**src/rtl/player_pkg.sv**
```systemverilog
// Shared types and constants for the player action controller: state and
// attack-phase encodings, HID keycodes and a 10-bit negate helper.
package player_pkg;

   typedef enum logic [2:0] {
      ST_IDLE = 3'd0,
      ST_RUN  = 3'd1,
      ST_RISE = 3'd2,
      ST_FALL = 3'd3
   } player_state_t;

   typedef enum logic [1:0] {
      PH_READY = 2'd0,
      PH_SWING = 2'd1,
      PH_COOL  = 2'd2
   } atk_phase_t;

   localparam logic [7:0] KEY_LEFT   = 8'h50;
   localparam logic [7:0] KEY_RIGHT  = 8'h4F;
   localparam logic [7:0] KEY_JUMP   = 8'h52;
   localparam logic [7:0] KEY_ATTACK = 8'h1B;

   function automatic logic [9:0] neg10(input logic [9:0] v);
      return ~v + 10'd1;
   endfunction

endpackage

```
**src/rtl/player_action_ctrl_attack_timer.sv**
```systemverilog
// Attack swing/cooldown sequencer: READY -> SWING -> COOL -> READY, with one
// shared down-counter timing both the swing and the cooldown.
module attack_timer
   import player_pkg::*;
#(
   parameter int ATTACK_FRAMES   = 12,
   parameter int ATTACK_COOLDOWN = 20
) (
   input  logic frame_clk,
   input  logic Reset,
   input  logic start,
   output logic attack,
   output logic busy
);

   localparam int MAXC = (ATTACK_FRAMES > ATTACK_COOLDOWN) ? ATTACK_FRAMES : ATTACK_COOLDOWN;
   localparam int CW   = (MAXC < 1) ? 1 : $clog2(MAXC + 1);

   atk_phase_t     phase, phase_d;
   logic [CW-1:0]  cnt, cnt_d;

   // Counter holds the frames remaining in the current phase, including this one.
   always_comb begin
      phase_d = phase;
      cnt_d   = cnt;
      case (phase)
         PH_READY: begin
            if (start) begin
               phase_d = PH_SWING;
               cnt_d   = CW'(ATTACK_FRAMES);
            end
         end
         PH_SWING: begin
            if (cnt <= CW'(1)) begin
               if (ATTACK_COOLDOWN == 0) begin
                  phase_d = PH_READY;
                  cnt_d   = '0;
               end else begin
                  phase_d = PH_COOL;
                  cnt_d   = CW'(ATTACK_COOLDOWN);
               end
            end else begin
               cnt_d = cnt - 1'b1;
            end
         end
         PH_COOL: begin
            if (cnt <= CW'(1)) begin
               phase_d = PH_READY;
               cnt_d   = '0;
            end else begin
               cnt_d = cnt - 1'b1;
            end
         end
         default: begin
            phase_d = PH_READY;
            cnt_d   = '0;
         end
      endcase
   end

   always_ff @(posedge frame_clk or posedge Reset) begin
      if (Reset) begin
         phase  <= PH_READY;
         cnt    <= '0;
         attack <= 1'b0;
      end else begin
         phase  <= phase_d;
         cnt    <= cnt_d;
         attack <= (phase_d == PH_SWING);
      end
   end

   assign busy = (phase != PH_READY);

endmodule

```
**src/rtl/player_action_ctrl.sv**
```systemverilog
// Frame-rate player controller: keycode edge detect, IDLE/RUN/RISE/FALL FSM,
// attack timer and registered motion commands. Optional double jump: PLAYER_DOUBLE_JUMP_EN.
module player_action_ctrl
   import player_pkg::*;
#(
   parameter int RUN_STEP        = 2,
   parameter int RISE_STEP       = 4,
   parameter int FALL_STEP       = 4,
   parameter int JUMP_FRAMES     = 24,
   parameter int ATTACK_FRAMES   = 12,
   parameter int ATTACK_COOLDOWN = 20
) (
   input  logic       frame_clk,
   input  logic       Reset,
   input  logic [7:0] keycode,
   input  logic       on_ground,
   input  logic       hit_ceiling,
   output logic [9:0] x_motion,
   output logic [9:0] y_motion,
   output logic       facing_left,
   output logic       attack,
   output logic [2:0] state
);

   localparam int         JCW      = $clog2(JUMP_FRAMES + 1);
   localparam logic [9:0] RUN_POS  = 10'(RUN_STEP);
   localparam logic [9:0] RISE_POS = 10'(RISE_STEP);
   localparam logic [9:0] FALL_POS = 10'(FALL_STEP);

   player_state_t  cur_st, nxt_st;
   logic [JCW-1:0] jump_cnt, jcnt_d;
   logic [9:0]     x_d, y_d;
   logic           face_d;
   logic           prev_jump, prev_atk, armed;
   logic           key_left, key_right, key_jump, key_atk;
   logic           jump_press, atk_press, atk_busy, dj_take;

   assign key_left  = (keycode == KEY_LEFT);
   assign key_right = (keycode == KEY_RIGHT);
   assign key_jump  = (keycode == KEY_JUMP);
   assign key_atk   = (keycode == KEY_ATTACK);

   // armed stays low for the first frame after reset so a key held through
   // reset is learned as "already down" rather than seen as a fresh press.
   assign jump_press = armed && key_jump && !prev_jump;
   assign atk_press  = armed && key_atk  && !prev_atk;

   assign state = cur_st;

`ifdef PLAYER_DOUBLE_JUMP_EN
   logic dj_used;

   assign dj_take = jump_press && !dj_used &&
                    (((cur_st == ST_RISE) && !hit_ceiling) ||
                     ((cur_st == ST_FALL) && !on_ground));

   always_ff @(posedge frame_clk or posedge Reset) begin
      if (Reset)          dj_used <= 1'b0;
      else if (on_ground) dj_used <= 1'b0;
      else if (dj_take)   dj_used <= 1'b1;
   end
`else
   assign dj_take = 1'b0;
`endif

   attack_timer #(
      .ATTACK_FRAMES   (ATTACK_FRAMES),
      .ATTACK_COOLDOWN (ATTACK_COOLDOWN)
   ) u_attack_timer (
      .frame_clk (frame_clk),
      .Reset     (Reset),
      .start     (atk_press && !atk_busy),
      .attack    (attack),
      .busy      (atk_busy)
   );

   always_comb begin
      nxt_st = cur_st;
      jcnt_d = jump_cnt;
      case (cur_st)
         ST_IDLE, ST_RUN: begin
            if (!on_ground) begin
               nxt_st = ST_FALL;
            end else if (jump_press) begin
               nxt_st = ST_RISE;
               jcnt_d = JCW'(JUMP_FRAMES);
            end else if (key_left || key_right) begin
               nxt_st = ST_RUN;
            end else begin
               nxt_st = ST_IDLE;
            end
         end
         ST_RISE: begin
            jcnt_d = (jump_cnt != '0) ? jump_cnt - 1'b1 : '0;
            if (hit_ceiling) begin
               nxt_st = ST_FALL;
            end else if (dj_take) begin
               jcnt_d = JCW'(JUMP_FRAMES);
            end else if (jump_cnt <= JCW'(1)) begin
               nxt_st = ST_FALL;
            end
         end
         ST_FALL: begin
            // Landing outranks any jump pressed on the same frame.
            if (on_ground) begin
               nxt_st = ST_IDLE;
            end else if (dj_take) begin
               nxt_st = ST_RISE;
               jcnt_d = JCW'(JUMP_FRAMES);
            end
         end
         default: begin
            nxt_st = ST_IDLE;
            jcnt_d = '0;
         end
      endcase
   end

   always_comb begin
      x_d    = '0;
      face_d = facing_left;
      if (key_left) begin
         x_d    = neg10(RUN_POS);
         face_d = 1'b1;
      end else if (key_right) begin
         x_d    = RUN_POS;
         face_d = 1'b0;
      end
      // A grounded swing roots the player in place; airborne swings do not.
      if (attack && ((cur_st == ST_IDLE) || (cur_st == ST_RUN))) begin
         x_d = '0;
      end

      case (nxt_st)
         ST_RISE: y_d = neg10(RISE_POS);
         ST_FALL: y_d = FALL_POS;
         default: y_d = '0;
      endcase
   end

   always_ff @(posedge frame_clk or posedge Reset) begin
      if (Reset) begin
         cur_st      <= ST_IDLE;
         jump_cnt    <= '0;
         x_motion    <= '0;
         y_motion    <= '0;
         facing_left <= 1'b0;
         prev_jump   <= 1'b0;
         prev_atk    <= 1'b0;
         armed       <= 1'b0;
      end else begin
         cur_st      <= nxt_st;
         jump_cnt    <= jcnt_d;
         x_motion    <= x_d;
         y_motion    <= y_d;
         facing_left <= face_d;
         prev_jump   <= key_jump;
         prev_atk    <= key_atk;
         armed       <= 1'b1;
      end
   end

endmodule

```
**config.mk**
```make
export PLATFORM = sky130hd
export DESIGN_NAME = player_action_ctrl
export DESIGN_NICKNAME = d
export VERILOG_FILES = /design/src/rtl/player_pkg.sv /design/src/rtl/player_action_ctrl_attack_timer.sv /design/src/rtl/player_action_ctrl.sv
export SDC_FILE = /design/constraint.sdc
export NUM_CORES = 1
export LEC_CHECK = 0
export CORE_MARGIN = 5
export CORE_UTILIZATION = 50
export CTS_CLUSTER_DIAMETER = 50
export DETAILED_ROUTE_END_ITERATION = 10
export GPL_TIMING_DRIVEN = 0
export PLACE_DENSITY = 0.85
export SLEW_MARGIN = 10
export SYNTH_ARGS = -nofsm -noshare
export SYNTH_HDL_FRONTEND = slang
export SYNTH_SLANG_ARGS = --single-unit
```
**constraint.sdc**
```tcl
create_clock -name frame_clk -period 4 [get_ports frame_clk]
set_input_delay 0.8 -clock frame_clk [delete_from_list [all_inputs] [get_ports frame_clk]]
set_output_delay 0.8 -clock frame_clk [all_outputs]
set_load 0.03 [all_outputs]
```
* After elaboration in Yosys (flattened, before gate mapping)
Cells that the tools add are included.
Storage, ports and cells: output and inout bits 25, input bits 12, memories 0, bits in read-only memories 0, RAM bits 0, bits in latches 0, flip-flop bits (word level) 40
Operators by class: $add $sub $neg 2, divide/modulo/power cells 0, multipliers 0, bitwise gates (word level) 1, shifts and indexed selects 0, multiplexer cells 25, order comparisons 2, reduce and logical (&&, ||, !) cells 18, eq/ne operators 15
Operators with widths (number):
- $mux 5 | 6
- $pmux 5 s3 | 2
- $eq 8x7->1 const B | 3
- $mux 10 | 2
- $pmux 10 s2 | 1
- $eq 3x2->1 const B | 4
- $mux 2 | 6
- $le 5x1->1 const B | 2
- $sub 5x1->5 const B | 2
- $mux 3 | 3
- $pmux 3 s3 | 1
- $eq 8x5->1 const B | 1
- $logic_and 1x1->1 | 6
- $pmux 2 s3 | 1
- $reduce_bool 5->1 | 1
- $eq 2x1->1 const B | 2
- $ne 2x2->1 const B | 2
- $reduce_bool 2->1 | 2
- $eq 3x1->1 const B | 1
- $logic_not 1->1 | 3
- $logic_not 3->1 | 1
- $mux 1 | 3
- $reduce_and 3->1 | 1
- $eq 2x2->1 const B | 1
- 5 further kinds | 6

* Depth between registers and ports, before layout
word-level depth 8, gate-level depth with buffers 6, gate-level depth less buffers 6

* Cells and area by module
Synthesis repeated with hierarchy kept, for this count alone.
Second synthesis, totals: cell total of the unflattened synthesis 156, area, all modules 1495.2 µm²
Modules (own cells, without submodules):
- player_action_ctrl | area each 960.9 µm², cells each 101, instances 1
- attack_timer | area each 534.3 µm², cells each 55, instances 1

* Worst setup path after synthesis
OpenSTA, ideal clock, no wires.
path type input to register, start point in keycode[2], end point reg u_attack_timer.cnt[4], stages on the path 4, path buffers 0, required time 3.878 ns, data arrival time 1.952 ns, setup slack 1.927 ns, cell sequence or4b_4 nor4b_4 nor3_2 a32o_1
Between the ends: word-level cells in the longest chain between the ends 5
Ends and longest elaborated chain:
- start: declaration | RTL line player_action_ctrl.sv:15 | input logic [7:0] keycode,
- $eq 8x5->1 | RTL line player_action_ctrl.sv:41 | assign key_atk = (keycode == KEY_ATTACK);
- $logic_and 1x1->1 (2 in series) | RTL line player_action_ctrl.sv:46 | assign atk_press = armed && key_atk && !prev_atk;
- $logic_and 1x1->1 | RTL line player_action_ctrl.sv:72 | .start (atk_press && !atk_busy),
- $ne 2x1->1 (no source line)
- end signal: assignment | RTL line player_action_ctrl_attack_timer.sv:68 | cnt <= cnt_d;
- end: declaration | RTL line player_action_ctrl_attack_timer.sv:20 | logic [CW-1:0] cnt, cnt_d;
Every way passes these cells. A chain may end at the register's enable or synchronous reset.

==> reports/results.ini <==
[run_status]
status = finished, final reports clean

[synthesis]
synth_common_cells = 24 x dfrtp_1, 16 x buf_4, 10 x nor2_1, 9 x nand2_1, 9 x o21ai_0
avgSynthCellArea_um2 = 9.804
synthArstFlopShare_pct = 100.0
synth_area_leader_cell = dfrtp_1
synthesis.area_um2 = 1373
synth.top_cell.area_share_pct = 43.76
synth-seq-cells = 24
syn_inst = 140
synth_edf_count = 0
ys.flop_type = dfrtp_1
yosys-top-cells-area = dfrtp_1 44%, buf_4 8.8%, ha_1 4.6%
yosysMostFrequentCell = dfrtp_1
yosysWarnings = 0
synth_seq_area_share_pct = 43.76
synth_cell_types = 42

[drt]
wire_per_inst_um = 13.90
viasPerCell = 5.648
first_pass_iters = 4
drtIter0Drc = 41
drc = 0
final_antenna_net_count = 0
vias = 1186
routed_wl_mm = 2.920

[worst_setup_path]
startpoint_type = register
worstPathRequired_ps = 3200
worstSetupPathType = reg -> out
arrival_ps = 1590
cp_max_fo = 8
critPathCaptureType = output pin

[sta]
finalClockSkew_ps = 2.708
worstMarginPinSlew_ps = 891.7
finalSetupViolations = 0
period_minus_slack_ps = 2394
rsz0062_at_grt = no
clock.fmax_mhz = 417.7
setup_tns_ps = 0
final_hold_viol_count = 0
maxSlewHeadroom_pct = 40.49
final_max_slew_viol_count = 0
timing.final.crit_share_pct = 59.85

[die]
dieArea_um2 = 3893
core_area_um2 = 2686
die_w_um = 62.40
initial_core_util_pct = 51.09
die_h_um = 62.40
rows = 19
ios = 37

[min_path]
hold_class = reg -> reg

[global_routing]
grt_pass1_wl_mm = 4.823
grt_max_degree = 25
grt_pass1_vias = 1158
antenna_found_initial = 0
grtUsageTotal_pct = 14.87
grt-ovfl-total = 0

[cells_and_area]
antennaDiodeCount = 0
n_fill_cell = 217
drive_above_1_share_pct = 13.97
fin_util_pct = 66.09
instances_no_fill = 210
area_growth_pct = 29.35
num-nets-final = 198

[clock_tree]
hold_buffers = 0
cts_tree = built
cts_resized = 0
cts_buffer_depth = 2
numClockSinks = 24
root_buffer = clkbuf_4
clk-insertion-delay-late_ps = 310
htreeDepth = 1
path_clk_slew_ps = 120
cts_buffers = 3
post-cts-setup-buffers = 0

[place]
dp.cells = 207
io_buffers = 33
post-dp-hpwl_mm = 2.330
place_congestion = 0.8893

[run]
drv_cap = 0

[power]
p_leak_uw = 0.0007964
power_uw = 517.5
p_per_area_nw_per_um2 = 291.5
ir_drop_v = 0.0001704

final timing paths:
| kind | from | endpoint | slack, ps | depth (start not counted) |
|---|---|---|---|---|
| worst max-delay path | x_motion[8]$_DFF_PP0_ | x_motion[5] | 1610 | 2 |
| worst min-delay path | u_attack_timer.attack$_DFF_PP0_ | x_motion[8]$_DFF_PP0_ | 510 | 1 |
| worst max register to register | u_attack_timer.cnt[1]$_DFFE_PP0P_ | u_attack_timer.cnt[2]$_DFFE_PP0P_ | 2060 | 6 |
| worst min register to register | u_attack_timer.attack$_DFF_PP0_ | x_motion[8]$_DFF_PP0_ | 510 | 1 |
| max in group asynchronous | Reset | prev_atk$_DFF_PP0_ | 2490 | 2 |
| min in group asynchronous | Reset | y_motion[8]$_DFF_PP0_ | 970 | 2 |
kinds of logic (layout without fill, tap and decap cells):
family | count (synthesis) | in the layout | share of synthesized area (%)
AOI/OAI and AO/OA | 36 | 36 | 17.96
muxes | 1 | 1 | 0.7293
xor gates and xnor gates | 1 | 1 | 0.6382
and+or+nand+nor | 47 | 47 | 20.79
adders and majority gates | 5 | 5 | 4.558
buffers and inverters | 24 | 60 | 11.03
DFF | 24 | 24 | 43.76
other | 2 | 5 | 0.5472
layout make-up:
class | instances | area [µm²] | share of cell area [%]
Sequential cell | 24 | 600.6 | 33.83
Clock buffer | 3 | 22.52 | 1.269
Buffer | 17 | 125.1 | 7.047
Inverter | 7 | 26.28 | 1.480
Multi-Input combinational cell | 95 | 631.9 | 35.59
Timing Repair Buffer | 33 | 330.3 | 18.60
Tap cell | 31 | 38.79 | 2.185
metal layers:
metal	vias up	wire length (µm)	global-route usage, %
li1	565	-	-
met1	558	1061	14.11
met2	59	1578	28.11
met3	4	231	3.777
met4	0	49	8.753
met5	-	0	0
per-stage QoR:
stage,hold WS [ps],instance area [µm²],setup WS (ps)
after CTS,502.6,1775,1575
final,514.8,1775,1606
after global routing,522.3,1775,1500
after detailed placement,484.2,1753,1329
after global placement,481.0,1753,1361
after floorplan,514.7,1384,1927
registers in the layout, summed over array words and instances, names as in the netlist:
register,flops
u_attack_timer.phase,2
u_attack_timer.cnt,5
prev_jump,1
prev_atk,1
u_attack_timer.attack,1
armed,1
y_motion,2
x_motion,2
jump_cnt,5
state,3
facing_left,1
worst max-delay path, cell delays in order, from the launching register on:
cell             delay [ps]
dfrtp_1                 480
buf_4                   150
clkdlybuf4s50_1         660
report_power, final:
part	total, µW	internal, µW	switching, µW
Clock	103	35.2	68.0
Combinational	139	64.0	75.3
Sequential	275	258	16.8
Total	518	357	160
cells in the final DEF, fill, tap and decap left out, drive strengths merged:
master         Yosys  final
buf               16     16
o311a              1      1
or4b               1      1
dfrtp             24     24
o21bai             1      1
a32o               1      1
a211o              1      1
nor2              10     10
o21ai             10     10
nor4               2      2
nor4b              2      2
conb               2      5
a21oi              4      4
nor4bb             1      1
a31oi              3      3
mux2i              1      1
clkbuf             1      4
nand4b             2      2
nor3               3      3
and3               1      1
ha                 5      5
a41oi              1      1
a21boi             1      1
a2bb2oi            3      3
o21ba              1      1
xor2               1      1
o22ai              2      2
inv                7      7
clkdlybuf4s50      0     33
o2bb2ai            2      2
a21o               2      2
nand3              4      4
nor3b              1      1
nand4              3      3
and2               1      1
a311oi             1      1
nand2              9      9
o31ai              2      2
nand2b             6      6
nor2b              1      1
No activity file was read; power rests on OpenSTA's default activity.
